--- config.mk ---
export PLATFORM = sky130hd
export DESIGN_NAME = seq_chunk_adder
export DESIGN_NICKNAME = d
export VERILOG_FILES = /design/src/rtl/seq_chunk_adder_pkg.sv /design/src/rtl/chunk_adder.sv /design/src/rtl/seq_chunk_adder.sv
export SDC_FILE = /design/constraint.sdc
export NUM_CORES = 1
export LEC_CHECK = 0
export BUFFER_PORTS_ARGS = -buffer_cell sky130_fd_sc_hd__buf_2
export CAP_MARGIN = 30
export CORE_MARGIN = 1
export CORE_UTILIZATION = 51
export DETAILED_ROUTE_END_ITERATION = 7
export PLACE_DENSITY = 0.77
export SETUP_SLACK_MARGIN = 0.15
export SYNTH_ARGS = -nofsm -noshare
export SYNTH_HDL_FRONTEND = slang
export SYNTH_SLANG_ARGS = --single-unit
--- constraint.sdc ---
create_clock -name clk -period 3.6 [get_ports clk]
set_clock_uncertainty 0.05 [all_clocks]
set_input_delay 0 -clock clk [delete_from_list [all_inputs] [get_ports clk]]
set_output_delay 0 -clock clk [all_outputs]
set_load 0.1 [all_outputs]
--- src/rtl/seq_chunk_adder_pkg.sv ---
// Shared types and sizing helpers for the chunk-serial adder.
package seq_chunk_adder_pkg;

    typedef enum logic [1:0] {
        IDLE = 2'd0,
        BUSY = 2'd1,
        DONE = 2'd2
    } state_t;

    // Number of CHUNK-bit slices in a WIDTH-bit operand; 0 flags an illegal CHUNK.
    function automatic int nchunk(input int width, input int chunk);
        if (chunk < 1) begin
            return 0;
        end
        return width / chunk;
    endfunction

endpackage

--- src/rtl/chunk_adder.sv ---
// CHUNK-bit combinational adder slice with carry in and carry out.
module chunk_adder #(
    parameter int CHUNK = 8
) (
    input  logic [CHUNK-1:0] a,
    input  logic [CHUNK-1:0] b,
    input  logic             cin,
    output logic [CHUNK-1:0] s,
    output logic             cout
);

    logic [CHUNK:0] w_full;

    assign w_full = {1'b0, a} + {1'b0, b} + {{CHUNK{1'b0}}, cin};
    assign s      = w_full[CHUNK-1:0];
    assign cout   = w_full[CHUNK];

endmodule

--- src/rtl/seq_chunk_adder.sv ---
// Multi-cycle adder: one CHUNK-bit slice per BUSY cycle, valid/ready on both sides.
// Optional subtract input enabled by defining SEQ_CHUNK_ADDER_SUB_EN.
module seq_chunk_adder
    import seq_chunk_adder_pkg::*;
#(
    parameter int WIDTH = 32,
    parameter int CHUNK = 8
) (
    input  logic             clk,
    input  logic             rst,
    input  logic             in_valid,
    output logic             in_ready,
    input  logic [WIDTH-1:0] a,
    input  logic [WIDTH-1:0] b,
`ifdef SEQ_CHUNK_ADDER_SUB_EN
    input  logic             sub,
`endif
    output logic             out_valid,
    input  logic             out_ready,
    output logic [WIDTH-1:0] sum,
    output logic             carry
);

    localparam int NCHUNK = nchunk(WIDTH, CHUNK);
    localparam int KW     = (NCHUNK > 1) ? $clog2(NCHUNK) : 1;

    generate
        if (CHUNK < 1) begin : g_bad_chunk
            $error("seq_chunk_adder: CHUNK must be at least 1");
        end else if ((WIDTH % CHUNK) != 0) begin : g_bad_width
            $error("seq_chunk_adder: WIDTH must be a multiple of CHUNK");
        end
    endgenerate

    state_t           r_state;
    state_t           w_next;
    logic             w_accept;
    logic             w_last;
    logic [KW-1:0]    r_k;
    logic             r_cy;
    logic [WIDTH-1:0] r_a;
    logic [WIDTH-1:0] r_b;
    logic [WIDTH-1:0] r_sum;
    logic             r_carry;
    logic [WIDTH-1:0] w_b_eff;
    logic             w_cin0;
    logic [CHUNK-1:0] w_ca;
    logic [CHUNK-1:0] w_cb;
    logic [CHUNK-1:0] w_cs;
    logic             w_cout;

    // Subtraction is folded in at capture: a - b == a + ~b + 1, so the
    // chunk loop itself never needs to know which operation is running.
`ifdef SEQ_CHUNK_ADDER_SUB_EN
    assign w_b_eff = sub ? ~b : b;
    assign w_cin0  = sub;
`else
    assign w_b_eff = b;
    assign w_cin0  = 1'b0;
`endif

    always_ff @(posedge clk or posedge rst) begin
        if (rst) begin
            r_state <= IDLE;
        end else begin
            r_state <= w_next;
        end
    end

    always_comb begin
        w_next    = r_state;
        in_ready  = 1'b0;
        out_valid = 1'b0;
        case (r_state)
            IDLE: begin
                in_ready = 1'b1;
                if (in_valid) begin
                    w_next = BUSY;
                end
            end
            BUSY: begin
                if (w_last) begin
                    w_next = DONE;
                end
            end
            DONE: begin
                out_valid = 1'b1;
                if (out_ready) begin
                    w_next = IDLE;
                end
            end
            default: begin
                w_next = IDLE;
            end
        endcase
    end

    assign w_accept = in_valid && in_ready;
    assign w_last   = (r_k == KW'(NCHUNK - 1));

    assign w_ca = r_a[r_k*CHUNK +: CHUNK];
    assign w_cb = r_b[r_k*CHUNK +: CHUNK];

    chunk_adder #(
        .CHUNK(CHUNK)
    ) u_chunk_adder (
        .a   (w_ca),
        .b   (w_cb),
        .cin (r_cy),
        .s   (w_cs),
        .cout(w_cout)
    );

    // Operand registers carry no reset; they are only read after a capture.
    always_ff @(posedge clk) begin
        if (w_accept) begin
            r_a <= a;
            r_b <= w_b_eff;
        end
    end

    always_ff @(posedge clk or posedge rst) begin
        if (rst) begin
            r_k     <= '0;
            r_cy    <= 1'b0;
            r_sum   <= '0;
            r_carry <= 1'b0;
        end else if (w_accept) begin
            r_k  <= '0;
            r_cy <= w_cin0;
        end else if (r_state == BUSY) begin
            r_sum[r_k*CHUNK +: CHUNK] <= w_cs;
            r_cy                      <= w_cout;
            r_k                       <= r_k + KW'(1);
            if (w_last) begin
                r_carry <= w_cout;
            end
        end
    end

    assign sum   = r_sum;
    assign carry = r_carry;

endmodule

**Word-level counts from Yosys, hierarchy flattened**

Index checks and enable logic that the tools add are counted.

- Bits in registers: 102
- Output and inout port bits: 35
- Bits of input ports: 68
- Word-level logic and storage cells: 39

- Multiplexer cells: 11
- Reduce and logical (&&, ||, !) cells: 6
- Bitwise logic cells: 1
- Eq/ne operators: 6
- $add $sub $neg: 4
- Shift-type cells: 4

Operator list:

| operator | number |
|---|---|
| 32-bit by 6-bit variable part select with 8-bit output | 2 |
| 5-bit negator with 34-bit output | 1 |
| 8-bit by 34-bit variable shift with 32-bit output (first input constant) | 1 |
| 8-bit by 34-bit variable part select with 32-bit output | 1 |
| 32-bit bitwise mux | 1 |
| 2-bit two-way mux | 5 |
| 8-bit by 8-bit adder with 9-bit output | 1 |
| 9-bit by 1-bit adder with 9-bit output | 1 |
| 2-bit inequality test (second input constant) | 3 |
| 2-bit one-hot mux with 3 select lines | 1 |
| 3-bit AND reduction | 2 |
| 2-bit == test (second input constant) | 2 |
| 1-bit two-way mux | 4 |
| 2-bit by 1-bit adder with 2-bit output (second input constant) | 1 |
| 2-bit by 1-bit == test with 1-bit output (second input constant) | 1 |
| 2-bit logical NOT | 1 |
| 2-bit AND reduction | 1 |
| 2-bit nonzero test | 1 |
| 1-bit logical AND | 1 |
| 1-bit inverter | 1 |

**Logic depth before layout (Yosys ltp)**

Gate-level depths: netlist (run 1).

- Depth in word-level cells: 5
- Depth in mapped cells: 11
- Depth with buffers taken out: 9

**Cells and area by module**

Synthesis (run 1) repeated with hierarchy kept, for this count alone.

- Cell total of the unflattened synthesis: 295
- Area, all modules: 4514.3 µm²

By module, submodules not included:

| module | area an instance (µm²) | cells each | instances |
|---|---|---|---|
| seq_chunk_adder | 4182.8 | 253 | 1 |
| chunk_adder | 331.6 | 42 | 1 |

**Worst setup path before layout (run 1)**

Ideal clock, no wire load.

- Kind: reg2reg
- From: register r_state[0]
- To: register r_a[0] (enable)
- Data arrival time: 3.364 ns
- Clock period less this slack: 3.843 ns
- Cell stages (with the launch flop): 3
- Data required time: 3.122 ns
- Setup slack: -0.243 ns
- Buffers on the path: 0
- Path through: dfrtp_1 > nor2_1 > and2_1

- Longest elaborated chain between the ends: 3

RTL lines:

| item | line | text |
|---|---|---|
| start: declaration | seq_chunk_adder.sv:35 | `state_t r_state;` |
| start signal: assignment | seq_chunk_adder.sv:66 | `r_state <= w_next;` |
| 2-bit logical NOT | seq_chunk_adder.sv:74 | `case (r_state)` |
| 1-bit two-way mux | seq_chunk_adder.sv:74 |  |
| via in_ready | seq_chunk_adder.sv:12 | `output logic in_ready,` |
| 1-bit logical AND | seq_chunk_adder.sv:98 | `assign w_accept = in_valid && in_ready;` |
| via w_accept | seq_chunk_adder.sv:37 | `logic w_accept;` |
| end signal: assignment | seq_chunk_adder.sv:117 | `r_a <= a;` |
| end: declaration | seq_chunk_adder.sv:41 | `logic [WIDTH-1:0] r_a;` |

The timed path passes the listed nets, and every way through them passes these cells.
A chain may end at the register's enable or synchronous reset.

**Worst setup path in the final report (run 1)**

- From: register r_k[0]
- To: register r_sum[7], in the netlist sum[7]

- Longest elaborated chain between the ends: 5
- Elaborated cells on any way between the ends: 8
- Classes of those cells: add/sub (3); shift (4); mux (1)

RTL lines:

| item | line | text |
|---|---|---|
| start: declaration | seq_chunk_adder.sv:39 | `logic [KW-1:0] r_k;` |
| start signal: assignment | seq_chunk_adder.sv:134 | `r_k <= r_k + KW'(1);` |
| 32-bit by 6-bit variable part select with 8-bit output, on equally long branches | seq_chunk_adder.sv:101, seq_chunk_adder.sv:102 |  |
| 8-bit by 8-bit adder with 9-bit output | chunk_adder.sv:14 | `assign w_full = {1'b0, a} + {1'b0, b} + {{CHUNK{1'b0}}, cin};` |
| 9-bit by 1-bit adder with 9-bit output | chunk_adder.sv:14 |  |
| 8-bit by 34-bit variable part select with 32-bit output | seq_chunk_adder.sv:132 | `r_sum[r_k*CHUNK +: CHUNK] <= w_cs;` |
| 32-bit bitwise mux * | seq_chunk_adder.sv:132 |  |
| end signal: indexed assignment | seq_chunk_adder.sv:132 |  |
| end: declaration | seq_chunk_adder.sv:43 | `logic [WIDTH-1:0] r_sum;` |

Mark *: on every way between the ends. The rest lies on a longest branch, timed or not.

==> key figures, run 1 <==
Finish
  • FILL cells: 494
  • Finished Cell Area: 5710 um2
  • Layout cell share with drive strength beyond 1: 35.3%
  • Commonest cells after routing, fill and taps aside: 102 x buf_2, 67 x dlygate4sd3_1, 64 x edfxtp_1
  • Antenna Cells: 0
  • Fin cells: 535
  • NumNets Final: 511
  • Area grow syn2layout: 35.1%
  • Commonest non-fill, non-tap cell in the layout: buf_2

Clocking
  • Root buf cell: clkbuf_8
  • CTS H-Tree Depth: 3
  • CTS buffer count: 9
  • Clock sinks: 102
  • CTS tree: done
  • Worst-skew pair later-pin latency: 0.36 ns
  • Post-CTS sizing: 0
  • Clk slew on worst S/H paths: 0.09 ns
  • Post-CTS setup buffer count: 0
  • # hold bufs at CTS: 67
  • Clock buffer depth: 2

Worst setup path
  • CP Max Fanout: 20
  • Setup crit start kind: register
  • RR Startpoint: r_k[0]
  • Crit path arrival time: 3.24 ns
  • Critical Path RT: 3.85 ns
  • R2R Path End: sum[7]
  • CP Class: reg2reg
  • R2R depth: 8
  • R2R Setup Slk: 0.61 ns
  • Worst setup EP type: register

Die
  • FP Rows: 32
  • Die Y-Extent: 93.1 um
  • Num ports: 103
  • Initial Util: 53.6%
  • Die ar.: 8660 um2
  • Core area: 7890 um2
  • Overall die width: 93.1 um

Placed design
  • Buffers on Ports: 102
  • Final GP Congestion: 0.802
  • Placed cells: 452
  • Detailed Place HPWL: 5730 um
  • Placed cell area: 4870 um2

Drt
  • Drt drc: 0
  • TritonRoute pass-1 iters: 4
  • Total number of vias: 2864
  • Via density: 5.35
  • DR iter-0 viols: 142
  • Average wire per standard cell: 17.7 um
  • DRT Wirelength: 9450 um
  • Routed Antenna Nets: 0

Global route
  • First-pass GRT wire length: 15400 um
  • Number of global-route vias before repair: 3025
  • Gr usage total: 24.1%
  • GR Overflow Total: 0
  • Largest net degree at the start of global routing: 39
  • Initial antenna violation count: 0

Synthesis
  • Cell Area, Synth: 4230 um2
  • Top FF cell, synth: edfxtp_1
  • Total number of yosys warnings: 0
  • Cell count after synthesis: 248
  • Synthesized area per cell: 17.0 um2
  • #FFs+latches synth: 102
  • Seq/Total Area, Yosys: 67.9%
  • Post-synth EDFFs: 64
  • FFs w/ async S/R, synth: 37.3%
  • Synthesized Nets: 331
  • Cell variety after synth: 40

Run status
  • Status: complete, no violations

Timing
  • Post-layout minimum cycle time: 2.99 ns
  • Sum Neg Setup Slack: 0 ns
  • Hold WS: 0.233 ns
  • Final worst path period share: 83.1%
  • Setup violators final: 0
  • Worst rel slew slack: 67.2%
  • Hold violation total from the final report: 0
  • Fmax: 0.334 GHz
  • Slew Viols, Final: 0
  • RSZ-0062 raised after global routing: no
  • Slew @ Worst Pin: 0.496 ns

Job
  • Max cap viols: 0

Min path
  • Worst min path class: in2async
## through the flow
| stage | util (%) | setup slack, ns |
|---|---|---|
| 2_1_floorplan | - | 0.392 |
| 3_3_place_gp | 61.8 | 0.627 |
| 3_5_place_dp | 61.8 | 0.629 |
| 4_1_cts | 72.4 | 0.589 |
| 5_1_grt | 72.4 | 0.354 |
| 6_report | 72.4 | 0.607 |
## synthesized netlist by cell type, drive strengths merged, types with 2 or more instances
master   n  share of area [%]
xnor2    3               0.62
nand4    3               0.44
nand2   17                2.0
xor2     2               0.41
nor2     7               0.80
mux4    16                8.5
a21o     3               0.53
a211oi   2               0.65
fa       2               0.95
a22o    25                5.2
ha      13                3.8
a22oi    2               0.36
inv      9               0.80
nor2b    3               0.50
a21oi    4               0.56
dfrtp   38                 22
edfxtp  64                 45
nand2b   3               0.44
o21ai   14                1.7
nor3     3                1.0
buf      6               0.89
## cell families (layout without fill, tap and decap cells)
group	count (synthesis)	count (layout)	share of synthesized area, %
flops	102	102	67.9
compound gates	54	54	10.0
simple gates	40	40	5.77
mux	17	17	8.76
fa+ha+maj	15	15	4.79
buf+inv	15	200	1.69
xor+xnor	5	5	1.04
## metal layers
layer,track usage [%],share of wire [%],vias up
li1,-,-,1322
met1,31.3,42,1404
met2,40.4,51,123
met3,5.93,5.8,15
met4,7.44,1.5,0
met5,0,0,-
## flip-flops by register name, indices dropped and copies added, names as in the netlist
name and cells:
r_b 32, sum 32, r_state 2, r_a 32, carry 1, r_k 2, r_cy 1
## worst max-delay path by stage
stage / start / end / slack (ns) / depth (start not counted)
2_1_floorplan: r_state[0] / r_a[0] / 0.39 / 2
3_3_place_gp: r_k[0] / sum[7] / 0.63 / 8
3_5_place_dp: r_k[0] / sum[22] / 0.63 / 8
4_1_cts: r_k[0] / sum[7] / 0.59 / 8
5_1_grt: r_k[0] / sum[15] / 0.35 / 8
6_report: r_k[0] / sum[7] / 0.61 / 8
## final cells by class
class | instances | area [um2] | area share, %
flip-flops and latches | 102 | 2870 | 50.3
multi-input cells | 131 | 1280 | 22.5
repair buffers | 175 | 1230 | 21.5
clock buffers | 10 | 128 | 2.23
well taps | 102 | 128 | 2.23
clock inverters | 6 | 37.5 | 0.657
inverters | 9 | 33.8 | 0.592
## critical path, cell delays in order, from the launching register on
cell	delay, ns
dfrtp_1	0.56
buf_4	0.40
mux4_2	0.57
ha_1	0.40
o211ai_1	0.15
o21ai_2	0.23
o21ai_1	0.12
a41oi_2	0.26
a22o_1	0.18
Power of run 1 is not shown: default switching activity piles up to over one toggle a cycle in this logic, so the estimate is an artifact.
==> run 2, diff against run 1 <==
clock period = 2.9 ns   (was 3.6 ns; I/O delays follow)
==> key figures, run 2 (synthesis gave the netlist of run 1 again) <==
Job
  • Max cap viols: 0

Timing
  • Setup violators final: 0
  • Hold WS: 0.252 ns
  • Worst rel slew slack: 67.9%
  • RSZ-0062 raised after global routing: yes
  • Slew @ Worst Pin: 0.479 ns
  • Final setup margin: 0.260 ns
  • Final worst path period share: 91.0%
  • Slew Viols, Final: 0
  • Hold violation total from the final report: 0
  • Fmax: 0.379 GHz
  • Post-layout minimum cycle time: 2.64 ns
  • Sum Neg Setup Slack: 0 ns

Global route
  • Initial antenna violation count: 0
  • GR Overflow Total: 0
  • Largest net degree at the start of global routing: 61
  • Number of global-route vias before repair: 2998
  • First-pass GRT wire length: 15200 um
  • Gr usage total: 23.5%

Placed design
  • Detailed Place HPWL: 5800 um
  • Setup WS pre-CTS: 0.210 ns
  • Final GP Congestion: 0.775
  • Buffers on Ports: 102

Finish
  • Commonest cells after routing, fill and taps aside: 102 x buf_2, 67 x dlygate4sd3_1, 64 x edfxtp_1
  • NumNets Final: 512
  • Layout cell share with drive strength beyond 1: 37.6%
  • FILL cells: 488
  • Commonest non-fill, non-tap cell in the layout: buf_2
  • Antenna Cells: 0
  • Area grow syn2layout: 37.2%

Worst setup path
  • Critical Path RT: 3.09 ns
  • CP Class: reg2reg
  • Crit path arrival time: 2.83 ns
  • Setup crit start kind: register
  • CP Max Fanout: 4
  • Worst setup EP type: register

Min path
  • Worst min path class: in2async

Drt
  • Total number of vias: 2880
  • Via density: 5.37
  • Drt drc: 0
  • DRT Wirelength: 9460 um
  • TritonRoute pass-1 iters: 4
  • Routed Antenna Nets: 0
  • DR iter-0 viols: 98
  • Average wire per standard cell: 17.6 um

Clocking
  • Clock sinks: 102
  • Clk slew on worst S/H paths: 0.09 ns
  • CTS buffer count: 9
  • Post-CTS setup buffer count: 0
  • CTS H-Tree Depth: 3
  • Clock buffer depth: 2
  • Root buf cell: clkbuf_8
  • CTS tree: done
  • Worst-skew pair later-pin latency: 0.35 ns

Run status
  • Status: complete, no violations

Die
  • Die ar.: 8660 um2
  • Die Y-Extent: 93.1 um
  • Core area: 7890 um2
  • Num ports: 103
  • FP Rows: 32
  • Initial Util: 53.6%
  • Overall die width: 93.1 um
[run 2: metal layers]
| layer | track usage (%) | share of wire [%] | vias to the layer above |
|---|---|---|---|
| met2 | 37.8 | 49 | 125 |
| li1 | - | - | 1326 |
| met4 | 7.18 | 1.5 | 0 |
| met5 | 0 | 0 | - |
| met3 | 5.04 | 5.7 | 12 |
| met1 | 32.5 | 43 | 1417 |
[run 2: what timing repair did]
action / CTS / global route
endpoints found under the hold margin: 105 / 0
endpoints found under the setup margin: 0 / 16
hold buffers: 67 / 0
gates resized for setup: 0 / 7
[run 2: path summary, 6_finish.rpt]
| kind | from | end | slack, ns | depth (start not counted) |
|---|---|---|---|---|
| worst max-delay path | r_k[0] | sum[22] | 0.26 | 9 |
| worst min register to register | sum[26] | sum[26] | 0.44 | 2 |
| worst min-delay path | rst | sum[9] | 0.25 | 4 |
| worst max register to register | r_k[0] | sum[22] | 0.26 | 9 |
| max in group asynchronous | rst | r_k[0] | 2.19 | 4 |
| min in group clk | a[6] | r_a[6] | 0.30 | 2 |
[run 2: critical path, stage by stage, from the launching register on]
cell      delay [ns]
dfrtp_2         0.43
mux4_2          0.53
fa_2            0.41
inv_2           0.07
fa_2            0.20
inv_1           0.05
a21o_1          0.21
a211oi_4        0.27
xnor2_2         0.12
a22o_1          0.21
[run 2: layout make-up]
cell class | instances | area [um2] | area share (%)
clock buffers | 12 | 156 | 2.70
clock inverters | 4 | 52.6 | 0.906
inverters | 9 | 33.8 | 0.582
multi-input cells | 131 | 1310 | 22.5
flip-flops and latches | 102 | 2870 | 49.5
well taps | 102 | 128 | 2.20
repair buffers | 176 | 1250 | 21.5
[run 2: metrics by stage]
stage | instances | util [%] | area, um2
final | 536 | 73.6 | 5800
after global routing | 536 | 73.6 | 5800
after CTS | 536 | 73.3 | 5780
after detailed placement | 453 | 62.1 | 4900
after global placement | 453 | 62.1 | 4900
after floorplan | 248 | - | 4250
Power of run 2 is left out for the same reason.
